**src/rtl/exibe_sequencia_leds_if.sv**
```systemverilog
// Player-side bus of the LED playback block: start/abort control, memory port,
// LED output and status.
interface exibe_sequencia_leds_if #(
   parameter int ADDR_WIDTH = 4,
   parameter int DATA_WIDTH = 4
);
   logic                  iniciar;
   logic                  cancelar;
   logic [ADDR_WIDTH-1:0] limite;
   logic [DATA_WIDTH-1:0] dado_memoria;
   logic [ADDR_WIDTH-1:0] endereco;
   logic [DATA_WIDTH-1:0] leds;
   logic                  exibindo;
   logic                  pronto;
   logic [3:0]            db_estado;

   // master: control unit + memory; slave: the playback block
   modport master (
      output iniciar, cancelar, limite, dado_memoria,
      input  endereco, leds, exibindo, pronto, db_estado
   );
   modport slave (
      input  iniciar, cancelar, limite, dado_memoria,
      output endereco, leds, exibindo, pronto, db_estado
   );
endinterface

```
**src/rtl/exibe_sequencia_leds.sv**
```systemverilog
// Plays the stored jogada sequence back on the LEDs: each word shown for T_ON
// cycles, then T_OFF dark cycles, addresses 0..limite, then a one-cycle pronto.
module exibe_sequencia_leds #(
   parameter int T_ON       = 1000,
   parameter int T_OFF      = 500,
   parameter int ADDR_WIDTH = 4,
   parameter int DATA_WIDTH = 4
) (
   input  logic                   clock,
   input  logic                   reset,
   exibe_sequencia_leds_if.slave  bus
);
   localparam int T_MAX = (T_ON > T_OFF) ? T_ON : T_OFF;
   localparam int TW    = (T_MAX > 1) ? $clog2(T_MAX) : 1;
   localparam logic [TW-1:0]         ULT_ON  = TW'(T_ON - 1);
   localparam logic [TW-1:0]         ULT_OFF = TW'(T_OFF - 1);
   localparam logic [ADDR_WIDTH-1:0] END_MAX = '1;

   typedef enum logic [3:0] {
      INICIAL = 4'h0,
      PREPARA = 4'h1,
      CARREGA = 4'h2,
      ACENDE  = 4'h3,
      APAGA   = 4'h4,
      PROXIMO = 4'h5,
      FIM     = 4'hF
   } estado_t;

   estado_t               estado, estado_n;
   logic [ADDR_WIDTH-1:0] endereco_q, endereco_n;
   logic [DATA_WIDTH-1:0] leds_q, leds_n;
   logic [TW-1:0]         timer, timer_n;

   always_ff @(posedge clock or posedge reset) begin
      if (reset) begin
         estado     <= INICIAL;
         endereco_q <= '0;
         leds_q     <= '0;
         timer      <= '0;
      end else begin
         estado     <= estado_n;
         endereco_q <= endereco_n;
         leds_q     <= leds_n;
         timer      <= timer_n;
      end
   end

   always_comb begin
      estado_n   = estado;
      endereco_n = endereco_q;
      leds_n     = leds_q;
      timer_n    = timer;
      // abort wins over everything; endereco is deliberately left untouched
      if (bus.cancelar) begin
         estado_n = INICIAL;
         leds_n   = '0;
         timer_n  = '0;
      end else begin
         case (estado)
            INICIAL: if (bus.iniciar) estado_n = PREPARA;
            PREPARA: begin
               endereco_n = '0;
               timer_n    = '0;
               estado_n   = CARREGA;
            end
            CARREGA: begin
               leds_n   = bus.dado_memoria;
               estado_n = ACENDE;
            end
            ACENDE: begin
               if (timer == ULT_ON) begin
                  leds_n   = '0;
                  timer_n  = '0;
                  estado_n = APAGA;
               end else begin
                  timer_n = timer + 1'b1;
               end
            end
            APAGA: begin
               // stopping at END_MAX too keeps endereco from wrapping when
               // limite moved below the current address mid-playback
               if (timer == ULT_OFF) begin
                  timer_n  = '0;
                  estado_n = (endereco_q == bus.limite || endereco_q == END_MAX)
                             ? FIM : PROXIMO;
               end else begin
                  timer_n = timer + 1'b1;
               end
            end
            PROXIMO: begin
               endereco_n = endereco_q + 1'b1;
               estado_n   = CARREGA;
            end
            FIM:     estado_n = INICIAL;
            default: estado_n = INICIAL;
         endcase
      end
   end

   assign bus.endereco  = endereco_q;
   assign bus.leds      = leds_q;
   assign bus.db_estado = estado;
   assign bus.pronto    = (estado == FIM);
   assign bus.exibindo  = (estado != INICIAL) && (estado != FIM);
endmodule

```
**src/flat_wrapper.sv**
```systemverilog
// flat-port wrapper written by rule: the top's interface ports become plain ports
module exibe_sequencia_leds_flat 
#(
   parameter int T_ON       = 1000,
   parameter int T_OFF      = 500,
   parameter int ADDR_WIDTH = 4,
   parameter int DATA_WIDTH = 4
)
  (clock, reset, bus_iniciar, bus_cancelar, bus_limite, bus_dado_memoria, bus_endereco, bus_leds, bus_exibindo, bus_pronto, bus_db_estado);
  exibe_sequencia_leds_if #(.ADDR_WIDTH(ADDR_WIDTH), .DATA_WIDTH(DATA_WIDTH)) bus_i ();
  input  logic clock;
  input  logic reset;
  input wire logic [$bits(bus_i.iniciar)-1:0] bus_iniciar;
  input wire logic [$bits(bus_i.cancelar)-1:0] bus_cancelar;
  input wire logic [$bits(bus_i.limite)-1:0] bus_limite;
  input wire logic [$bits(bus_i.dado_memoria)-1:0] bus_dado_memoria;
  output wire logic [$bits(bus_i.endereco)-1:0] bus_endereco;
  output wire logic [$bits(bus_i.leds)-1:0] bus_leds;
  output wire logic [$bits(bus_i.exibindo)-1:0] bus_exibindo;
  output wire logic [$bits(bus_i.pronto)-1:0] bus_pronto;
  output wire logic [$bits(bus_i.db_estado)-1:0] bus_db_estado;
  assign bus_i.iniciar = bus_iniciar;
  assign bus_i.cancelar = bus_cancelar;
  assign bus_i.limite = bus_limite;
  assign bus_i.dado_memoria = bus_dado_memoria;
  assign bus_endereco = bus_i.endereco;
  assign bus_leds = bus_i.leds;
  assign bus_exibindo = bus_i.exibindo;
  assign bus_pronto = bus_i.pronto;
  assign bus_db_estado = bus_i.db_estado;
  exibe_sequencia_leds #(.T_ON(T_ON), .T_OFF(T_OFF), .ADDR_WIDTH(ADDR_WIDTH), .DATA_WIDTH(DATA_WIDTH)) u_core (.clock(clock), .reset(reset), .bus(bus_i));
endmodule
```
**config.mk**
```make
export PLATFORM = sky130hd
export DESIGN_NAME = exibe_sequencia_leds_flat
export DESIGN_NICKNAME = d
export VERILOG_FILES = /design/src/rtl/exibe_sequencia_leds_if.sv /design/src/rtl/exibe_sequencia_leds.sv /design/src/flat_wrapper.sv
export SDC_FILE = /design/constraint.sdc
export NUM_CORES = 1
export LEC_CHECK = 0
export ABC_AREA = 1
export CORE_MARGIN = 4
export CORE_UTILIZATION = 25
export DETAILED_ROUTE_END_ITERATION = 10
export GPL_TIMING_DRIVEN = 0
export SLEW_MARGIN = 20
export SYNTH_ARGS = -nofsm -noshare
export SYNTH_HDL_FRONTEND = slang
export SYNTH_SLANG_ARGS = --single-unit
```
**constraint.sdc**
```tcl
create_clock -name clock -period 2.1 [get_ports clock]
set_input_delay 0.21 -clock clock [delete_from_list [all_inputs] [get_ports clock]]
set_output_delay 0.21 -clock clock [all_outputs]
set_load 0.01 [all_outputs]
```
Yosys cells after proc, flatten, opt, wreduce, memory -nomap -nowiden --
Index checks and enable logic that the tools add are counted.
Word-level totals: flip-flop bits (word level) 22, latch bits 0, RAM bits 0, memory bits (read-only) 0, logic and storage cells 46, memories 0
Cells by class: $add $sub $neg 2, multiply operators 0, div/mod/pow operators 0, $lt $le $gt $ge 0, eq/ne operators 14, shift operators 0, muxes and demuxes 14, bitwise gates (word level) 1, reduce and logical (&&, ||, !) cells 11
Operators by type and width (count):
- 10-bit two-way mux | 3
- 10-bit case mux with 3 select lines | 1
- 4-bit two-way mux | 7
- 4-bit case mux with 5 select lines | 1
- 4-bit case mux with 2 select lines | 2
- 10-bit by 1-bit adder with 10-bit output (second input constant) | 1
- 10-bit == test (second input constant) | 1
- 10-bit by 9-bit == test with 1-bit output (second input constant) | 1
- 4-bit by 2-bit == test with 1-bit output (second input constant) | 2
- 4-bit by 3-bit == test with 1-bit output (second input constant) | 2
- 4-bit == test (second input constant) | 2
- 4-bit nonzero test | 2
- 3-bit by 2-bit inequality test with 1-bit output (second input constant) | 2
- 4-bit by 1-bit adder with 4-bit output (second input constant) | 1
- 4-bit by 1-bit == test with 1-bit output (second input constant) | 1
- 4-bit == test | 1
- 4-bit zero test | 1
- 4-bit inequality test (second input constant) | 1
- 2-bit AND reduction | 2
- 3-bit inequality test (second input constant) | 1
- 3-bit AND reduction | 1
- 3-bit nonzero test | 1
- 2-bit nonzero test | 1
- 2-bit OR reduction | 1
- 3 further kinds | 3

Longest topological paths before layout --
Gate-level depths: netlist (run 1).
word-level depth 6, depth in mapped cells 11

Worst setup path after synthesis (run 1) --
No wires, ideal clock.
path type reg2reg, start point register u_core.estado[3], in the netlist u_core.bus.db_estado[3], end point register u_core.timer[5], library setup time 0.116 ns, arrival 1.243 ns, required time 1.984 ns, path slack 0.740 ns, cell stages (with the launch flop) 10, buffers on the path 1, clock period less this slack 1.360 ns, cell sequence dfrtp_1 -> inv_1 -> nand2_1 -> nor2_4 -> nor2_4 -> nand2_4 -> buf_6 -> nand3_1 -> nand2_1 -> nor2_2
Between the ends: longest elaborated chain between the ends 3, elaborated cells on any way between the ends 6, those cells by class eq/ne: 3; mux: 2; reduce/logical: 1
Ends and longest elaborated chain:
- start: declaration | RTL line exibe_sequencia_leds.sv:29 | estado_t estado, estado_n;
- start signal: assignment | RTL line exibe_sequencia_leds.sv:41 | estado <= estado_n;
- 4-bit by 3-bit == test with 1-bit output, or another cell as far along | RTL line exibe_sequencia_leds.sv:59 | case (estado)
- 10-bit case mux with 3 select lines | RTL line exibe_sequencia_leds.sv:59
- 10-bit two-way mux | RTL line exibe_sequencia_leds.sv:54 | if (bus.cancelar) begin
- end signal: assignment | RTL line exibe_sequencia_leds.sv:44 | timer <= timer_n;
- end: declaration | RTL line exibe_sequencia_leds.sv:32 | logic [TW-1:0] timer, timer_n;
Parallel ways exist; a longest one is shown, timed or not. A chain may end at the register's enable or synchronous reset.

Worst setup path after layout (run 1) --
start point register u_core.estado[2], in the netlist u_core.bus.db_estado[2], end point output port bus_exibindo
Between the ends: longest elaborated chain between the ends 2, elaborated cells on any way between the ends 3, those cells by class eq/ne: 1; reduce/logical: 2
Ends and longest elaborated chain:
- 4-bit inequality test / 4-bit nonzero test (equally long branches) | RTL line exibe_sequencia_leds.sv:104 | assign bus.exibindo = (estado != INICIAL) && (estado != FIM);
- 1-bit logical AND * | RTL line exibe_sequencia_leds.sv:104
- end: declaration | RTL line flat_wrapper.sv:19 | output wire logic [$bits(bus_i.exibindo)-1:0] bus_exibindo;
Mark *: on every way between the ends. The rest lies on a longest branch, timed or not.

==> summary.txt, run 1 <==
status: finished clean
Final Wtd Congestion: 0.839
Primary FF master, synth: dfrtp_1
chip height: 85.2 um
top-level I/O count: 26
Synth-to-Final Area Change: 26.5%
mux share of post-synthesis cell area: 0
clk_lat worst skew: 0.26 ns
Post-route DRC: 0
via count of the routed design: 1,387
Final nets: 275
routed len/inst: 9.64 um
CTS Root Cell: clkbuf_8
PortBufs: 25
clock sinks: 22
ys async rst share: 1.00
Setup crit start: u_core.bus.db_estado[2]
max cap viols: 0
vias in the first global route: 1,343
final hold vios: 0
RSZ-0062 raised after global routing: false
DP Worst Slack: 0.382 ns
Seq/Total Area, Yosys: 0.369
Final Cycle Share: 0.923
Gate Count Post-Synth: 231
Hold Crit Class: in2async
R2R Path Start: u_core.timer[1]
Clock H-tree levels: 1
clk_skew: 0.00210 ns
initial DRC count: 58
Critical Path RT: 1.89 ns
r2r endpoint: u_core.bus.leds[3]
Mapped Nets: 245
ANT cells: 0
FP Rows: 27
synth top area cells: dfrtp_1 37%, nand2_1 21%, inv_1 9.1%, nor2_1 6.8%, nand3_1 5.7%
Worst R2R Path Depth: 8
total gr overflow: 0
multi-input logic area: 774 um^2
sequential cell area: 551 um^2
post-synth cell types: 22
Setup CP Type: reg2out
synthesized area per cell: 6.46 um^2
CTS tree: done
Die W: 85.2 um
adder-cell share of the synthesized area: 0.0168
PnR worst setup slack: 0.162 ns
P_leak: 0.987 nW
number of synthesized register bits: 22
PwrDens: 816 mW/mm^2
CORE AREA: 0.00564 mm^2
Final Setup Violations: 0
Worst-Margin Slew: 0.845 ns
worst-path fanout max: 7
TritonCTS Buffers: 3
cts repair resizes: 0
Fin Setup TNS: 0 ns
share of layout cells above drive strength 1: 0.0846
top-count cell post-synth: nand2_1
fmax: 0.516 GHz
leading area contributor after synthesis: dfrtp_1
die area: 0.00727 mm^2
fillcell total: 614
Critical Path Source Type: flop
initial antenna violation count: 0
YS warnings: 0
final wirelength: 3.20 mm
max_slew headroom: 0.436
Pre-antenna DRT Iters: 4
clk buf depth: 2
Post-DP HPWL: 2.60 mm
largest family of logic cells by synthesized area: simple AND/OR/NAND/NOR gates
Synth Area in Compound Gates: 0.0461
CP endpoint kind: output pin
simple-gate portion of the synthesized area: 0.451
ANT nets after route: 0
largest net degree at the start of global routing: 23
Peak VDD IR: 0.000319 V
hold_buf cts: 0
final worst path period need: 1.94 ns
Slew Viols, Final: 0
xor-xnor portion of the synthesized cell area: 0.00587
number of flops mapped to enable cells by yosys: 0
Worst-path clk slew: 0.07 ns
global-route wire length before repair: 5.73 mm
Synth top area share: 0.369
reg-to-reg setup timing slack: 0.51 ns
Total GRT Usage: 0.0960
critical path data arrival time: 1.73 ns
Post-CTS Setup Inserts: 0
initial core utilization: 0.264
Commonest cells post-synth: 84 x nand2_1, 36 x inv_1, 27 x nor2_1, 22 x dfrtp_1, 17 x nand3_1
mapped cell area: 0.00149 mm^2
vias per cell: 4.18
[layout make-up]
cell class | instances | share of cell area
Tap cell | 72 | 0.0477
Inverter | 40 | 0.0796
Clock buffer | 4 | 0.0292
Sequential cell | 22 | 0.292
Timing Repair Buffer | 25 | 0.133
Buffer | 2 | 0.00862
Multi-Input combinational cell | 167 | 0.410
[logic make-up after synthesis]
| group | Yosys count |
|---|---|
| compound gates | 13 |
| buf+inv | 42 |
| xor+xnor | 1 |
| flops | 22 |
| simple gates | 151 |
| fa+ha+maj | 2 |
[flip-flops by register name, summed over array words and instances (netlist names)]
name / count
u_core.bus.leds: 4
u_core.bus.db_estado: 4
u_core.bus.endereco: 4
u_core.timer: 10
[per-stage QoR]
stage	power, mW	util	hold slack, ns	area, um^2	std cells
after floorplan	0.990	-	0.199	1490	231
after global placement	1.26	0.325	0.478	1830	328
after detailed placement	1.26	0.325	0.477	1830	328
after CTS	1.57	0.334	0.461	1890	332
after global routing	1.68	0.334	0.486	1890	332
final	1.54	0.334	0.411	1890	332
[critical path: stages (launching register included)]
cell and delay, ns:
dfrtp_1 0.50, inv_2 0.11, nor3_1 0.22, a31o_2 0.14, inv_1 0.03, clkdlybuf4s50_1 0.46
[power by group]
group / internal [mW] / switching, mW
combinational: 0.302 / 0.378
sequential: 0.486 / 0.0760
clock: 0.167 / 0.131
total: 0.955 / 0.585
[layer usage]
metal,share of wire,track usage,routed length (um),vias up
met1,0.50,0.121,1600,595
met2,0.44,0.159,1410,24
li1,-,-,-,764
met4,0.0087,0.0216,28,0
met5,0,0,0,-
met3,0.050,0.0311,161,4
[worst max-delay path by stage]
stage | endpoint | slack [ns] | depth (start not counted)
after global placement | u_core.bus.leds[1] | 0.41 | 6
after detailed placement | u_core.bus.leds[3] | 0.38 | 6
after floorplan | u_core.timer[5] | 0.74 | 9
final | bus_exibindo | 0.16 | 5
after global routing | bus_exibindo | 0.04 | 5
after CTS | bus_exibindo | 0.13 | 5
[cells in the final DEF, fill, tap and decap left out, drive strengths merged, types with 4 or more instances in the layout]
master / instances
clkdlybuf4s50: 25
nand2: 87
inv: 40
o21ai: 7
a21oi: 5
dfrtp: 22
clkbuf: 4
nand3: 18
nor3: 8
nand4: 4
nor2: 33
(Power assumes the default switching activity.)
==> inputs of run 2 (changes only) <==
- MAX_ROUTING_LAYER: unset -> met4
- SETUP_SLACK_MARGIN: unset -> 0.05
==> summary.txt, run 2 (synthesized netlist as in run 1, its figures left out) <==
slowest CP cell: clkdlybuf4s50_1
Final Setup Violations: 0 (unchanged)
PortBufs: 25 (unchanged)
Hold Crit Class: in2async
CTS Root Cell: clkbuf_8
crit-path max cell delay: 0.52 ns (+0.02 ns)
max cap viols: 0 (unchanged)
Pre-antenna DRT Iters: 4 (unchanged)
Final Power: 1.54 mW (+0.11%)
initial antenna violation count: 0 (unchanged)
fmax: 0.523 GHz (+1.4%)
Final Cycle Share: 0.910 (-0.0130)
clk_skew: 0.00212 ns (+0.0000204 ns)
CORE AREA: 0.00564 mm^2 (unchanged)
max_slew headroom: 0.436 (about the same)
multi-input logic area: 774 um^2 (unchanged)
largest net degree at the start of global routing: 23 (unchanged)
r2r endpoint: u_core.bus.leds[3]
Die W: 85.2 um (unchanged)
share of layout cells above drive strength 1: 0.0885 (+0.00385)
vias in the first global route: 1,344 (+0.074%)
cts repair resizes: 0 (unchanged)
Post-CTS Setup Inserts: 0 (unchanged)
register with the most flip-flops: u_core.timer
fillcell total: 613 (-0.16%)
Critical Path RT: 1.89 ns (about the same)
hold_buf cts: 0 (unchanged)
worst-path fanout max: 6 (-1)
FP Rows: 27 (unchanged)
PwrDens: 817 mW/mm^2 (about the same)
Fin Setup TNS: 0 ns (unchanged)
total gr overflow: 0 (unchanged)
CP endpoint kind: output pin
routed len/inst: 9.66 um (+0.19%)
Post-DP HPWL: 2.60 mm (unchanged)
Final Wtd Congestion: 0.852 (+1.5%)
Clock H-tree levels: 1 (unchanged)
sequential cell area: 552 um^2 (+0.23%)
commonest non-fill, non-tap cells in the layout: 84 x nand2_1, 36 x inv_1, 27 x nor2_1, 25 x clkdlybuf4s50_1, 21 x dfrtp_1
top-level I/O count: 26 (unchanged)
vias per cell: 4.20 (+0.65%)
via count of the routed design: 1,396 (+0.65%)
critical path data arrival time: 1.70 ns (-0.03 ns)
max FFs per register: 10 (unchanged)
ANT cells: 0 (unchanged)
Synth-to-Final Area Change: 26.6% (about the same)
final wirelength: 3.21 mm (+0.19%)
clk_lat worst skew: 0.26 ns (about the same)
status: finished clean
P_leak: 0.985 nW (-0.17%)
reg-to-reg setup timing slack: 0.51 ns (about the same)
final worst path period need: 1.91 ns (-0.0273 ns)
Setup CP Type: reg2out
most common cell after layout, fill and taps aside: nand2_1
Worst R2R Path Depth: 8 (unchanged)
Total GRT Usage: 0.0988 (+0.00283)
Post-route DRC: 0 (unchanged)
R2R Path Start: u_core.timer[1]
CP cell instances: nand2_1, nor3_1, a31o_2, inv_1, clkdlybuf4s50_1
Critical Path Source Type: flop
RSZ-0062 raised after global routing: false
Peak VDD IR: 0.000319 V (+0.10%)
final hold vios: 0 (unchanged)
initial core utilization: 0.264 (unchanged)
initial DRC count: 50 (-14%)
Final nets: 275 (unchanged)
clock sinks: 22 (unchanged)
die area: 0.00727 mm^2 (unchanged)
chip height: 85.2 um (unchanged)
CTS tree: done
ANT nets after route: 0 (unchanged)
global-route wire length before repair: 5.73 mm (unchanged)
TritonCTS Buffers: 3 (unchanged)
Slew Viols, Final: 0 (unchanged)
Worst-path clk slew: 0.07 ns (about the same)
Worst-Margin Slew: 0.845 ns (-0.000423 ns)
clk buf depth: 2 (unchanged)
run 2: cell counts in the layout (fill, tap and decap cells not counted):
No cell type changed its count.
run 2: report_power, final:
part	internal (mW)	switching [mW]
Combinational	0.302	0.378
Sequential	0.487	0.0762
Clock	0.167	0.132
Total	0.956	0.586
run 2: layer usage:
metal  track usage  part of all wire
met1         0.123              0.50
met2         0.159              0.45
met3        0.0291             0.046
met4        0.0216            0.0078
met5             -                 0
run 2: final cells by class:
class,instances,share of cell area
well taps,72,0.0477
repair buffers,25,0.133
flip-flops and latches,22,0.292
inverters,40,0.0795
clock buffers,4,0.0292
multi-input cells,167,0.410
plain buffers,2,0.00861
run 2: worst max-delay path by stage:
stage / endpoint / start / slack (ns)
6_report: bus_exibindo / u_core.bus.db_estado[0] / 0.19
5_1_grt: bus_exibindo / u_core.bus.db_estado[0] / 0.07
4_1_cts: bus_exibindo / u_core.bus.db_estado[2] / 0.13
3_5_place_dp: u_core.bus.leds[3] / bus_cancelar / 0.38
3_3_place_gp: u_core.bus.leds[1] / bus_cancelar / 0.41
2_1_floorplan: u_core.timer[5] / u_core.bus.db_estado[3] / 0.74
run 2: critical path: cells and delay by family (launching register included):
family / cells / cell delay, ns
AO/OA/AOI/OAI: 1 / 0.21
AND/OR/NAND/NOR: 2 / 0.22
flip-flops: 1 / 0.44
buffers and inverters: 2 / 0.56
run 2: through the flow:
step | hold slack [ns] | instance area [um^2] | worst slack [ns] | util | cells
finish | 0.410 | 1890 | 0.189 | 0.335 | 332
global route | 0.486 | 1890 | 0.0723 | 0.335 | 332
global placement | 0.478 | 1830 | 0.415 | 0.325 | 328
detailed placement | 0.477 | 1830 | 0.382 | 0.325 | 328
CTS | 0.461 | 1890 | 0.131 | 0.334 | 332
floorplan | 0.199 | 1490 | 0.740 | - | 231
==> inputs of run 3 (changes only) <==
- ABC_CLOCK_PERIOD_IN_PS: unset -> 2100
- CORE_MARGIN: 4 -> 2
==> summary.txt, run 3 (synthesized netlist as in run 1, its figures left out) <==
final worst path period need: 1.93 ns (+0.0168 ns)
CP cell instances: nand2_1, nor3_1, a31o_2, inv_1, clkdlybuf4s50_1
PortBufs: 25 (unchanged)
final hold vios: 0 (unchanged)
RSZ-0062 raised after global routing: false
most common cell after layout, fill and taps aside: nand2_1
sequential share of power: 0.342 (-0.023)
PwrDens: 866 mW/mm^2 (+6.0%)
initial antenna violation count: 0 (unchanged)
Setup crit start: u_core.bus.db_estado[0]
routed len/inst: 9.78 um (+1.2%)
sequential cell area: 552 um^2 (unchanged)
Hold Crit Class: in2async
Comb pwr share: 0.415 (-0.026)
top-level I/O count: 26 (unchanged)
clk buf depth: 2 (unchanged)
clk_skew: 0.00563 ns (+0.00351 ns)
Post-route DRC: 0 (unchanged)
Slew Viols, Final: 0 (unchanged)
Fin Setup TNS: 0 ns (unchanged)
Critical Path Source Type: flop
Critical Path Sink: bus_exibindo
Post-DP HPWL: 2.56 mm (-1.6%)
ANT nets after route: 0 (unchanged)
Worst R2R Path Depth: 8 (unchanged)
Util after Layout: 0.326 (-0.00853)
Critical Path RT: 1.89 ns (about the same)
via count of the routed design: 1,416 (+1.4%)
Final nets: 275 (unchanged)
internal power: 1.04 mW (+9.1%)
CTS Root Cell: clkbuf_8
initial DRC count: 47 (-6.0%)
clock group share of total power: 0.244 (+0.050)
TritonCTS Buffers: 3 (unchanged)
Worst-Margin Slew: 0.866 ns (+0.0216 ns)
CORE AREA: 0.00585 mm^2 (+3.7%)
status: finished clean
reg-to-reg setup timing slack: 0.45 ns (-0.06 ns)
fillcell total: 639 (+4.2%)
cell family contributing the most delay on the critical path: buffers and inverters
Final Cycle Share: 0.918 (+0.00801)
Synth-to-Final Area Change: 27.9%
commonest non-fill, non-tap cells in the layout: 84 x nand2_1, 36 x inv_1, 27 x nor2_1, 25 x clkdlybuf4s50_1, 21 x dfrtp_1
max_slew headroom: 0.422 (-0.0144)
Die W: 81.2 um (-4.7%)
CP endpoint kind: output pin
FP Rows: 28 (+3.7%)
Post-CTS Setup Inserts: 0 (unchanged)
crit-path max cell delay: 0.52 ns (about the same)
multi-input logic area: 774 um^2 (unchanged)
Total GRT Usage: 0.116 (+0.0168)
final wirelength: 3.28 mm (+2.1%)
share of layout cells above drive strength 1: 0.0885 (unchanged)
CP bufs+invs: 2 (unchanged)
fmax: 0.519 GHz (-0.87%)
ANT cells: 0 (unchanged)
largest net degree at the start of global routing: 23 (unchanged)
P_leak: 0.992 nW (+0.70%)
vias per cell: 4.23 (+0.52%)
max cap viols: 0 (unchanged)
worst-path fanout max: 6 (unchanged)
clk_lat worst skew: 0.27 ns (about the same)
Pre-antenna DRT Iters: 4 (unchanged)
Worst-path clk slew: 0.09 ns (+0.02 ns)
Final Wtd Congestion: 0.857 (+0.56%)
Peak VDD IR: 0.000268 V (-16%)
clock sinks: 22 (unchanged)
die area: 0.00660 mm^2 (-9.2%)
slowest CP cell: clkdlybuf4s50_1
chip height: 81.2 um (-4.7%)
global-route wire length before repair: 5.89 mm (+2.8%)
CTS tree: done
R2R Path Start: u_core.timer[0]
Setup CP Type: reg2out
initial core utilization: 0.255 (-0.00944)
critical path data arrival time: 1.72 ns (+0.02 ns)
Switching Fraction: 0.368 (-0.0116)
r2r endpoint: u_core.bus.leds[1]
total gr overflow: 0 (unchanged)
Clock H-tree levels: 1 (unchanged)
Final Power: 1.65 mW (+7.1%)
max FFs per register: 10 (unchanged)
register with the most flip-flops: u_core.timer
Psw: 0.608 mW (+3.8%)
total number of cells along the worst setup path: 5 (unchanged)
vias in the first global route: 1,400 (+4.2%)
Final Setup Violations: 0 (unchanged)
[run 3: cell types whose count changed in the layout (fill, tap and decap cells not counted)]
cell       previous run  this run
bufinv_16             0         1
clkbuf_8              4         3
[run 3: how the worst min path moves through the flow]
stage | depth (start not counted) | endpoint | startpoint | slack, ns
2_1_floorplan | 1 | u_core.bus.db_estado[0] | reset | 0.20
3_3_place_gp | 2 | u_core.bus.leds[3] | u_core.bus.leds[3] | 0.48
3_5_place_dp | 2 | u_core.bus.leds[3] | u_core.bus.leds[3] | 0.48
4_1_cts | 2 | u_core.timer[1] | reset | 0.47
5_1_grt | 3 | u_core.bus.leds[3] | bus_dado_memoria[3] | 0.49
6_report | 2 | u_core.bus.leds[3] | reset | 0.41
[run 3: cell type report]
type,count,area share
Tap cell,75,0.0492
Clock buffer,3,0.0216
Clock inverter,1,0.0157
Buffer,2,0.00852
Sequential cell,22,0.289
Inverter,40,0.0787
Timing Repair Buffer,25,0.131
Multi-Input combinational cell,167,0.406
[run 3: timing repair]
action                                  in CTS  in global routing
hold endpoints to repair                     0                  0
endpoints found under the setup margin       0                  1
resized for setup                            0                  1
hold buffers                                 0                  0
[run 3: power groups by stage]
stage	Clock [mW]	Sequential, mW	Combinational, mW
global placement	0	0.571	0.682
finish	0.402	0.564	0.685
CTS	0.413	0.566	0.693
global route	0.429	0.579	0.772
detailed placement	0	0.574	0.692
floorplan	0	0.588	0.402
[run 3: per-stage QoR]
| stage | area [um^2] | worst slack, ns | instances | hold slack, ns |
|---|---|---|---|---|
| finish | 1910 | 0.173 | 335 | 0.414 |
| detailed placement | 1840 | 0.349 | 331 | 0.479 |
| global route | 1910 | 0.0591 | 335 | 0.489 |
| CTS | 1910 | 0.129 | 335 | 0.469 |
| floorplan | 1490 | 0.740 | 231 | 0.199 |
| global placement | 1840 | 0.368 | 331 | 0.476 |
[run 3: worst reg2reg max path: cells and delay by family (launching register included)]
kind | cells | cell delay (ns)
AND/OR/NAND/NOR | 5 | 0.63
flip-flops | 1 | 0.38
AO/OA/AOI/OAI | 2 | 0.32
adder cells (fa/ha/maj) | 1 | 0.21
[run 3: metal layers]
metal,up-vias,global-route usage,wire length (um),part of all wire
li1,767,-,-,-
met1,621,0.143,1670,0.51
met2,24,0.191,1460,0.45
met3,4,0.0100,92,0.028
met4,0,0.0542,54,0.016
met5,-,-,0,0
